==> src/rtl/multi_pattern_seq_detector.sv <==
// ============================================================================
// multi_pattern_seq_detector
// ----------------------------------------------------------------------------
// Purpose
//   Mealy serial-pattern detector. A 1-bit input stream is compared against
//   NPAT patterns of LEN bits each, and the patterns can be changed at run
//   time. There are two operating modes:
//     - block-aligned: the stream is split into back-to-back LEN-bit frames.
//       A match is reported only on the last bit of a frame.
//     - sliding: every valid bit ends a candidate word once LEN bits have
//       been seen, so overlapping matches are all reported.
//   The detector sits after the serial front end. dec/dec_id drive control
//   logic and match_cnt drives status readout.
//
// Parameters
//   LEN      pattern length in bits (>= 2)
//   NPAT     number of pattern slots (>= 1)
//   PAT_RST  reset patterns: slot p = PAT_RST[p*LEN +: LEN], MSB = first bit
//   CNT_W    match counter width
//
// Ports
//   clk        in   1      clock, all state updates on the rising edge
//   rst        in   1      synchronous reset, active-high
//   in_valid   in   1      'in' carries a stream bit this cycle
//   in         in   1      serial stream bit
//   cfg_we     in   1      config write strobe (takes priority over in_valid)
//   cfg_idx    in   ID_W   pattern slot written by cfg_we
//   cfg_pat    in   LEN    pattern value for slot cfg_idx
//   cfg_en     in   1      enable for slot cfg_idx
//   cfg_mode   in   1      0 = block-aligned, 1 = sliding
//   dec        out  1      match, combinational from state and in_valid/in
//   dec_id     out  ID_W   lowest matching enabled slot, 0 when dec = 0
//   match_cnt  out  CNT_W  saturating match count
//
// Configuration macro
//   MATCH_CNT_EN  When defined, a saturating match counter is built. It is
//                 cleared only by rst. When undefined, match_cnt is tied to 0.
// ============================================================================
module multi_pattern_seq_detector #(
    parameter int                   LEN     = 4,
    parameter int                   NPAT    = 2,
    parameter logic [NPAT*LEN-1:0]  PAT_RST = {4'b0011, 4'b1100},
    parameter int                   CNT_W   = 8,
    localparam int                  ID_W    = (NPAT > 1) ? $clog2(NPAT) : 1
) (
    input  logic             clk,
    input  logic             rst,
    input  logic             in_valid,
    input  logic             in,
    input  logic             cfg_we,
    input  logic [ID_W-1:0]  cfg_idx,
    input  logic [LEN-1:0]   cfg_pat,
    input  logic             cfg_en,
    input  logic             cfg_mode,
    output logic             dec,
    output logic [ID_W-1:0]  dec_id,
    output logic [CNT_W-1:0] match_cnt
);

    // pos and fill both count 0..LEN-1. LEN >= 2, so PW is at least 1.
    localparam int             PW   = $clog2(LEN);
    localparam logic [PW-1:0]  LAST = PW'(LEN - 1);

    typedef enum logic {
        MODE_BLOCK = 1'b0,
        MODE_SLIDE = 1'b1
    } mode_e;

    // ------------------------------------------------------------------------
    // State
    // ------------------------------------------------------------------------
    logic [LEN-2:0]            hist_q,   hist_d;    // last LEN-1 bits, newest at bit 0
    logic [PW-1:0]             pos_q,    pos_d;     // bit position inside the current frame
    logic [PW-1:0]             fill_q,   fill_d;    // saturating count of bits held in hist
    logic [NPAT-1:0][LEN-1:0]  pat_q,    pat_d;
    logic [NPAT-1:0]           pat_en_q, pat_en_d;
    mode_e                     mode_q,   mode_d;

    // ------------------------------------------------------------------------
    // Match logic
    // ------------------------------------------------------------------------
    logic [LEN-1:0]  word;        // candidate word: history followed by the current bit
    logic [NPAT-1:0] hit;
    logic [ID_W-1:0] hit_id;
    logic            word_ready;  // the current bit completes a frame or window

    assign word = {hist_q, in};

    always_comb begin
        // NOTE: every signal written in an always_comb gets a default value
        // first. Without one, a path that skips the write infers a latch.
        hit    = '0;
        hit_id = '0;
        for (int p = 0; p < NPAT; p++) begin
            hit[p] = pat_en_q[p] && (word == pat_q[p]);
        end
        // Scan from the highest slot down so the lowest matching index is
        // written last and wins.
        for (int p = NPAT - 1; p >= 0; p--) begin
            if (hit[p]) begin
                hit_id = ID_W'(p);
            end
        end
    end

    assign word_ready = (mode_q == MODE_SLIDE) ? (fill_q == LAST) : (pos_q == LAST);

    // A config write drops a concurrent stream bit, so it also blocks dec.
    // rst blocks dec directly, because the state registers still hold
    // pre-reset values during the reset cycle.
    assign dec    = !rst && in_valid && !cfg_we && word_ready && (|hit);
    assign dec_id = dec ? hit_id : '0;

    // ------------------------------------------------------------------------
    // Next-state logic
    // ------------------------------------------------------------------------
    always_comb begin
        hist_d   = hist_q;
        pos_d    = pos_q;
        fill_d   = fill_q;
        pat_d    = pat_q;
        pat_en_d = pat_en_q;
        mode_d   = mode_q;

        if (cfg_we) begin
            // Reconfiguring always restarts framing and history. A slot index
            // outside the table changes no pattern, but the flush and the mode
            // change still take effect.
            hist_d = '0;
            pos_d  = '0;
            fill_d = '0;
            mode_d = mode_e'(cfg_mode);
            for (int p = 0; p < NPAT; p++) begin
                if (cfg_idx == ID_W'(p)) begin
                    pat_d[p]    = cfg_pat;
                    pat_en_d[p] = cfg_en;
                end
            end
        end else if (in_valid) begin
            // The lower LEN-1 bits of the candidate word become the new history.
            hist_d = word[LEN-2:0];
            // pos wraps on every frame end, with or without a hit, so frames
            // never overlap in block mode.
            pos_d  = (pos_q == LAST) ? '0 : pos_q + PW'(1);
            fill_d = (fill_q == LAST) ? fill_q : fill_q + PW'(1);
        end
        // With in_valid = 0 the stream is stalled and all state holds.
    end

    // ------------------------------------------------------------------------
    // State registers
    // ------------------------------------------------------------------------
    always_ff @(posedge clk) begin
        // NOTE: sequential state is updated only with non-blocking
        // assignments. Every register then samples pre-edge values, whatever
        // order the statements appear in.
        if (rst) begin
            hist_q   <= '0;
            pos_q    <= '0;
            fill_q   <= '0;
            // NOTE: the pattern table is small and its power-up contents are
            // part of its function, so it is reset like the control state.
            // A large storage array would normally be left unreset.
            pat_q    <= PAT_RST;
            pat_en_q <= '1;
            mode_q   <= MODE_BLOCK;
        end else begin
            hist_q   <= hist_d;
            pos_q    <= pos_d;
            fill_q   <= fill_d;
            pat_q    <= pat_d;
            pat_en_q <= pat_en_d;
            mode_q   <= mode_d;
        end
    end

    // ------------------------------------------------------------------------
    // Optional match counter
    // ------------------------------------------------------------------------
`ifdef MATCH_CNT_EN
    logic [CNT_W-1:0] cnt_q;

    // cfg_we does not clear the counter; only rst does.
    always_ff @(posedge clk) begin
        if (rst) begin
            cnt_q <= '0;
        end else if (dec && (cnt_q != {CNT_W{1'b1}})) begin
            cnt_q <= cnt_q + CNT_W'(1);
        end
    end

    assign match_cnt = cnt_q;
`else
    assign match_cnt = '0;
`endif

endmodule

==> config.mk <==
export PLATFORM = sky130hd
export DESIGN_NAME = multi_pattern_seq_detector
export DESIGN_NICKNAME = d
export VERILOG_FILES = /design/src/rtl/multi_pattern_seq_detector.sv
export SDC_FILE = /design/constraint.sdc
export NUM_CORES = 1
export LEC_CHECK = 0
export CAP_MARGIN = 10
export CORE_AREA = 2 2 56 58
export CTS_BUF_LIST = sky130_fd_sc_hd__clkbuf_4 sky130_fd_sc_hd__clkbuf_8
export DETAILED_ROUTE_END_ITERATION = 10
export DIE_AREA = 0 0 58 60
export PLACE_DENSITY = 0.55
export SETUP_SLACK_MARGIN = 0.2
export SYNTH_ARGS = -nofsm -noshare
export SYNTH_HDL_FRONTEND = slang
export SYNTH_SLANG_ARGS = --single-unit
==> constraint.sdc <==
create_clock -name clk -period 1.6 [get_ports clk]
set_clock_uncertainty 0.2 [all_clocks]
set_input_delay 0.32 -clock clk [delete_from_list [all_inputs] [get_ports clk]]
set_output_delay 0.32 -clock clk [all_outputs]
set_load 0.01 [all_outputs]
==> results.yml, run 1 <==
pwr:
  power_density_nw_per_um2: 710
  p_int_mw: 0.641
  seqPwrFrac: 0.568
  p_leak_nw: 0.541
  switchingPower_mw: 0.210
  ir_worst_vdd_uv: 430
  clkPwrFrac: 0.254
  sw_frac_of_total: 0.246
  combPwrFrac: 0.178
  power_mw: 0.851
grt:
  grt_max_degree: 12
  grt_pass1_vias: 665
  grt_remaining_overflow: 0
  antenna_found_initial: 0
  grt_use_total: 0.112
  grt_pass1_wl_mm: 2.91
clock_network:
  cts_htree_levels: 1
  path_clk_slew_ns: 0.09
  cts_buffers: 3
  post_cts_buffers: 0
  ctsHoldBuffers: 0
  cts_buffer_depth: 2
  clock-sinks: 18
  clock_latency_ns: 0.29
  cts_root_buf: "clkbuf_4"
  cts_tree: "yes"
run_status:
  violations: "negative setup slack"
  status: "finished with violations"
die:
  rows: 20
  initial_core_util: 0.312
  core-area_um2: 2900
  die_h_um: 60
  num_io_pins: 22
  die_area_um2: 3480
  fp.dieW_um: 58
placement:
  dp_hpwl_mm: 1.42
  placed_cell_area_um2: 1150
  pre_cts_ws_ns: -1.11
  gp_routability_congestion: 0.772
  io_buffers: 13
drt:
  vias_per_cell: 4.56
  routed.top_layer: "met3"
  drtAntennaViolNets: 0
  drtIter0Drc: 13
  firstDrtPassIters: 4
  wl_met2_um: 915
  routedWlPerCell_um: 11.2
  vias: 738
  drt_wl_total_mm: 1.82
  wl_met3_um: 93
  drc: 0
  wl_met1_um: 806
critical_path:
  cp-end-kind: "primary output"
  slowest_delay_ns: 0.44
  crit_chain: "or2b_1, o2111ai_1, or4_4, nor3b_4, buf_2"
  path_class: "flip-flop to primary output"
  crit_path_start_kind: "flip-flop"
  path_buf_inv: 1
  worstPathArrival_ns: 1.62
  critical_path.slowest_cell: "or4_4"
  required_ns: 1.08
  cpLargestDelayFamily: "simple AND/OR/NAND/NOR gates"
  cp_max_fo: 4
yosys:
  syn_area_um2: 905
  synth_cell_type_count: 28
  synth_warnings: 0
  synth-seq-cells: 18
  ys_seq_area_frac: 0.398
  synth.avg_cell_area_um2: 9.05
  synthCells: 100
layout:
  layout_common_cells: "buf_4 (17), dfxtp_1 (13), nor2_1 (11)"
  final_area_um2: 1200
  syn2layout_area_growth_pct: 32.5
  fill_cells: 299
  finalNetCount: 145
  num_antenna_cells: 0
  layout-drive-gt1-share: 0.295
  layout_commonest_cell: "buf_4"
worst_hold_path:
  hold_class: "flip-flop to flip-flop"
timing:
  period_share: 1.34
  hold_viol_final: 0
  min_period_ns: 2.14
  max_freq_mhz: 467
  rsz0062_at_grt: "true"
  timing.final.ws_setup_ns: -0.543
  hold-worst-slack_ns: 0.277
  drv_slew: 0
  setup_viol: 2
flow_run:
  maxCapViolations: 0
==> cell families (layout without fill, tap and decap cells) <==
group | Yosys count | in the layout | synth area share
xor gates and xnor gates | 6 | 6 | 0.0581
muxes | 7 | 7 | 0.0775
AOI/OAI and AO/OA | 15 | 15 | 0.113
other | 1 | 8 | 0.00415
adders and majority gates | 2 | 2 | 0.0277
buffers and inverters | 17 | 39 | 0.122
DFF | 18 | 18 | 0.398
and+or+nand+nor | 34 | 34 | 0.199
==> tightest hold or removal path, cell delays in order, from the launching register on <==
cell and delay (ns):
dfxtp_1 0.33, nand2_1 0.06, a21oi_1 0.05
==> cell type report <==
type	count	area [um2]	area share
inverter	4	15.0	0.0125
multi-input combinational	72	489	0.408
sequential	18	367	0.306
tap	33	41.3	0.0344
clock buffer	3	22.5	0.0188
timing repair buffer	32	264	0.220
==> registers in the layout (all words and copies together), names as in the netlist <==
name	flops
hist_q	3
fill_q	2
pos_q	2
mode_q	1
pat_q	8
pat_en_q	2
==> routing by layer <==
metal / GRT usage / vias to the layer above
met5: 0 / -
met3: 0.0390 / 0
met2: 0.190 / 17
met4: 0.0199 / 0
li1: - / 379
met1: 0.139 / 342
==> path summary, 6_finish.rpt <==
kind | start | to | slack [ns] | depth (start not counted)
max reg2reg | fill_q[0] | fill_q[0] | 0.47 | 4
max | hist_q[0] | dec_id | -0.54 | 5
min reg2reg | pat_q[6] | pat_q[6] | 0.28 | 2
min | pat_q[6] | pat_q[6] | 0.28 | 2
==> cells in the mapped netlist <==
master     instances  area, um2
mux2i_1            7       70.1
o22ai_1            1       6.26
nand2_1            4       15.0
xor2_1             4       35.0
inv_1              4       15.0
clkbuf_1           2       7.51
buf_6              2       22.5
ha_1               2       25.0
conb_1             1       3.75
nor2b_1            4       25.0
o21ai_0            1       5.00
nor2_1            12       45.0
nor3b_2            1       12.5
or2_1              1       6.26
buf_2              1       5.00
or2b_1             1       7.51
buf_4              8       60.1
or4_1              1       7.51
a21oi_1            6       30.0
nor3_1             2       10.0
xnor2_1            2       17.5
a211o_1            6       52.6
and3_1             3       18.8
nand3_1            3       15.0
o2111ai_1          1       8.76
or3_4              1       11.3
dfxtp_1           18        360
nand2b_1           1       6.26
==> power groups by stage <==
stage | clock network [mW] | logic [mW] | registers [mW]
floorplan | 0 | 0.0953 | 0.489
global placement | 0 | 0.145 | 0.492
detailed placement | 0 | 0.148 | 0.492
CTS | 0.228 | 0.146 | 0.482
global route | 0.244 | 0.168 | 0.487
finish | 0.216 | 0.151 | 0.483
==> repair_timing <==
action / CTS / global route
endpoints found under the setup margin: 9 / 8
pin swaps: 3 / 4
gates resized for setup: 13 / 14
cloned: 0 / 1
==> per-stage QoR <==
stage               utilization  cells  setup TNS, ns
finish                    0.413    162          -1.04
global route              0.413    162          -1.18
CTS                       0.402    161          -1.07
detailed placement        0.397    158          -4.16
global placement          0.397    158          -3.91
floorplan                     -    107         -0.465
(Power assumes the default switching activity.)
==> run 2: changes to the inputs <==
- CELL_PAD_IN_SITES_DETAIL_PLACEMENT: unset -> 1
- CELL_PAD_IN_SITES_GLOBAL_PLACEMENT: unset -> 1
- PLACE_DENSITY: 0.55 -> 0.71
- SLEW_MARGIN: unset -> 20
==> run 2 against run 1 <==
  * The run still ends with negative setup slack left
  * Core utilization up 0.65 points
  * Worst hold slack worse by 0.0020 ns
  * First-iteration DRC count down 23%
  * Global-route usage up 2.1 points
  * Critical path depth unchanged
  * Non-clock buffer count up 2
  * Final cell count up 1.9%
==> results.yml, run 2 (synthesized netlist as in run 1, its figures left out) <==
pwr:
  power_density_nw_per_um2: 761
  ir_worst_vdd_uv: 518
  seqPwrFrac: 0.523
  clkPwrFrac: 0.307
  sw_frac_of_total: 0.248
  p_int_mw: 0.696
  power_mw: 0.926
  combPwrFrac: 0.171
  switchingPower_mw: 0.230
  p_leak_nw: 0.550
placement:
  io_buffers: 13
  dp_hpwl_mm: 1.64
  place_inst: 160
  gp_routability_congestion: 0.807
layout:
  layout_commonest_cell: "buf_4"
  num_antenna_cells: 0
  syn2layout_area_growth_pct: 34.6
  finalNetCount: 147
  largest_registers: "pat_q x8, hist_q x3"
  layout-drive-gt1-share: 0.280
  fin_cells: 165
  regMostFlops: "pat_q"
  largest_reg_flops: 8
  layout_common_cells: "buf_4 (21), dfxtp_1 (15), nor2_1 (11)"
  post-route-util: 0.419
die:
  die_area_um2: 3480
  core-area_um2: 2900
  fp.dieW_um: 58
  die_h_um: 60
  num_io_pins: 22
  initial_core_util: 0.312
  rows: 20
clock_network:
  clock-sinks: 18
  ctsHoldBuffers: 0
  cts_tree: "yes"
  cts_buffer_depth: 2
  path_clk_slew_ns: 0.10
  clock_latency_ns: 0.30
  cts_root_buf: "clkbuf_4"
  cts_buffers: 3
  cts_htree_levels: 1
timing:
  drv_slew: 0
  period_share: 1.37
  rsz0062_at_grt: "true"
  timing.final.ws_setup_ns: -0.599
  hold_viol_final: 0
  setup_viol: 2
  min_period_ns: 2.20
  max_freq_mhz: 455
grt:
  grt_use_total: 0.133
  grt_pass1_vias: 752
  grt_max_degree: 12
  grt_pass1_wl_mm: 3.42
  grt_remaining_overflow: 0
  antenna_found_initial: 0
drt:
  vias: 757
  drc: 0
  vias_per_cell: 4.59
  drtIter0Drc: 10
  firstDrtPassIters: 3
  routedWlPerCell_um: 12.9
  drtAntennaViolNets: 0
  drt_wl_total_mm: 2.13
worst_hold_path:
  hold_class: "flip-flop to flip-flop"
critical_path:
  path_class: "flip-flop to primary output"
  cp-end-kind: "primary output"
  cp_max_fo: 4
  crit_path_start_kind: "flip-flop"
  rrSetupSlack_ns: 0.42
  worstPathArrival_ns: 1.68
  required_ns: 1.08
flow_run:
  maxCapViolations: 0
run_status:
  violations: "negative setup slack"
  status: "finished with violations"
[run 2: per-stage QoR]
stage | cell area, um2 | hold WS, ns | setup slack (ns) | setup TNS [ns]
2_1_floorplan | 941 | 0.214 | -0.259 | -0.465
6_report | 1220 | 0.275 | -0.599 | -1.16
4_1_cts | 1210 | 0.279 | -0.586 | -1.14
5_1_grt | 1220 | 0.314 | -0.670 | -1.32
3_5_place_dp | 1170 | 0.265 | -1.13 | -4.41
3_3_place_gp | 1170 | 0.263 | -1.08 | -3.98
[run 2: timing repair]
item	CTS	global route
resized for setup	16	2
setup endpoints to repair	10	4
pin swaps	3	0
cloned	0	0
setup buffers	1	0
[run 2: power by group through the flow]
stage | Combinational, mW | Clock (mW) | Sequential [mW]
after floorplan | 0.0953 | 0 | 0.489
after global placement | 0.148 | 0 | 0.493
after detailed placement | 0.154 | 0 | 0.494
after CTS | 0.155 | 0.289 | 0.484
after global routing | 0.174 | 0.306 | 0.487
final | 0.158 | 0.284 | 0.484
[run 2: layout make-up]
| class | instances | area, um2 |
|---|---|---|
| flip-flops and latches | 18 | 364 |
| clock buffers | 4 | 36.3 |
| inverters | 4 | 15.0 |
| fillers | 357 | 1690 |
| well taps | 33 | 41.3 |
| repair buffers | 34 | 274 |
| multi-input cells | 72 | 487 |
[run 2: critical path, stage by stage, from the launching register on]
cell and delay (ns):
dfxtp_2 0.36, or2b_1 0.15, o2111ai_1 0.13, or4_4 0.45, nor3b_4 0.17, buf_2 0.14
[run 2: final timing paths]
path                                start         to  cells after the start
worst min register to register   pat_q[6]   pat_q[6]                      2
worst min-delay path             pat_q[6]   pat_q[6]                      2
worst max-delay path            hist_q[0]     dec_id                      5
worst max register to register  fill_q[0]  fill_q[0]                      4
[run 2: per-layer routing]
| metal | GRT usage | vias to the layer above | share of wire |
|---|---|---|---|
| li1 | - | 387 | - |
| met1 | 0.152 | 353 | 0.44 |
| met2 | 0.242 | 15 | 0.52 |
| met3 | 0.0498 | 2 | 0.045 |
| met4 | 0.0199 | 0 | 0.0038 |
| met5 | 0 | - | 0 |
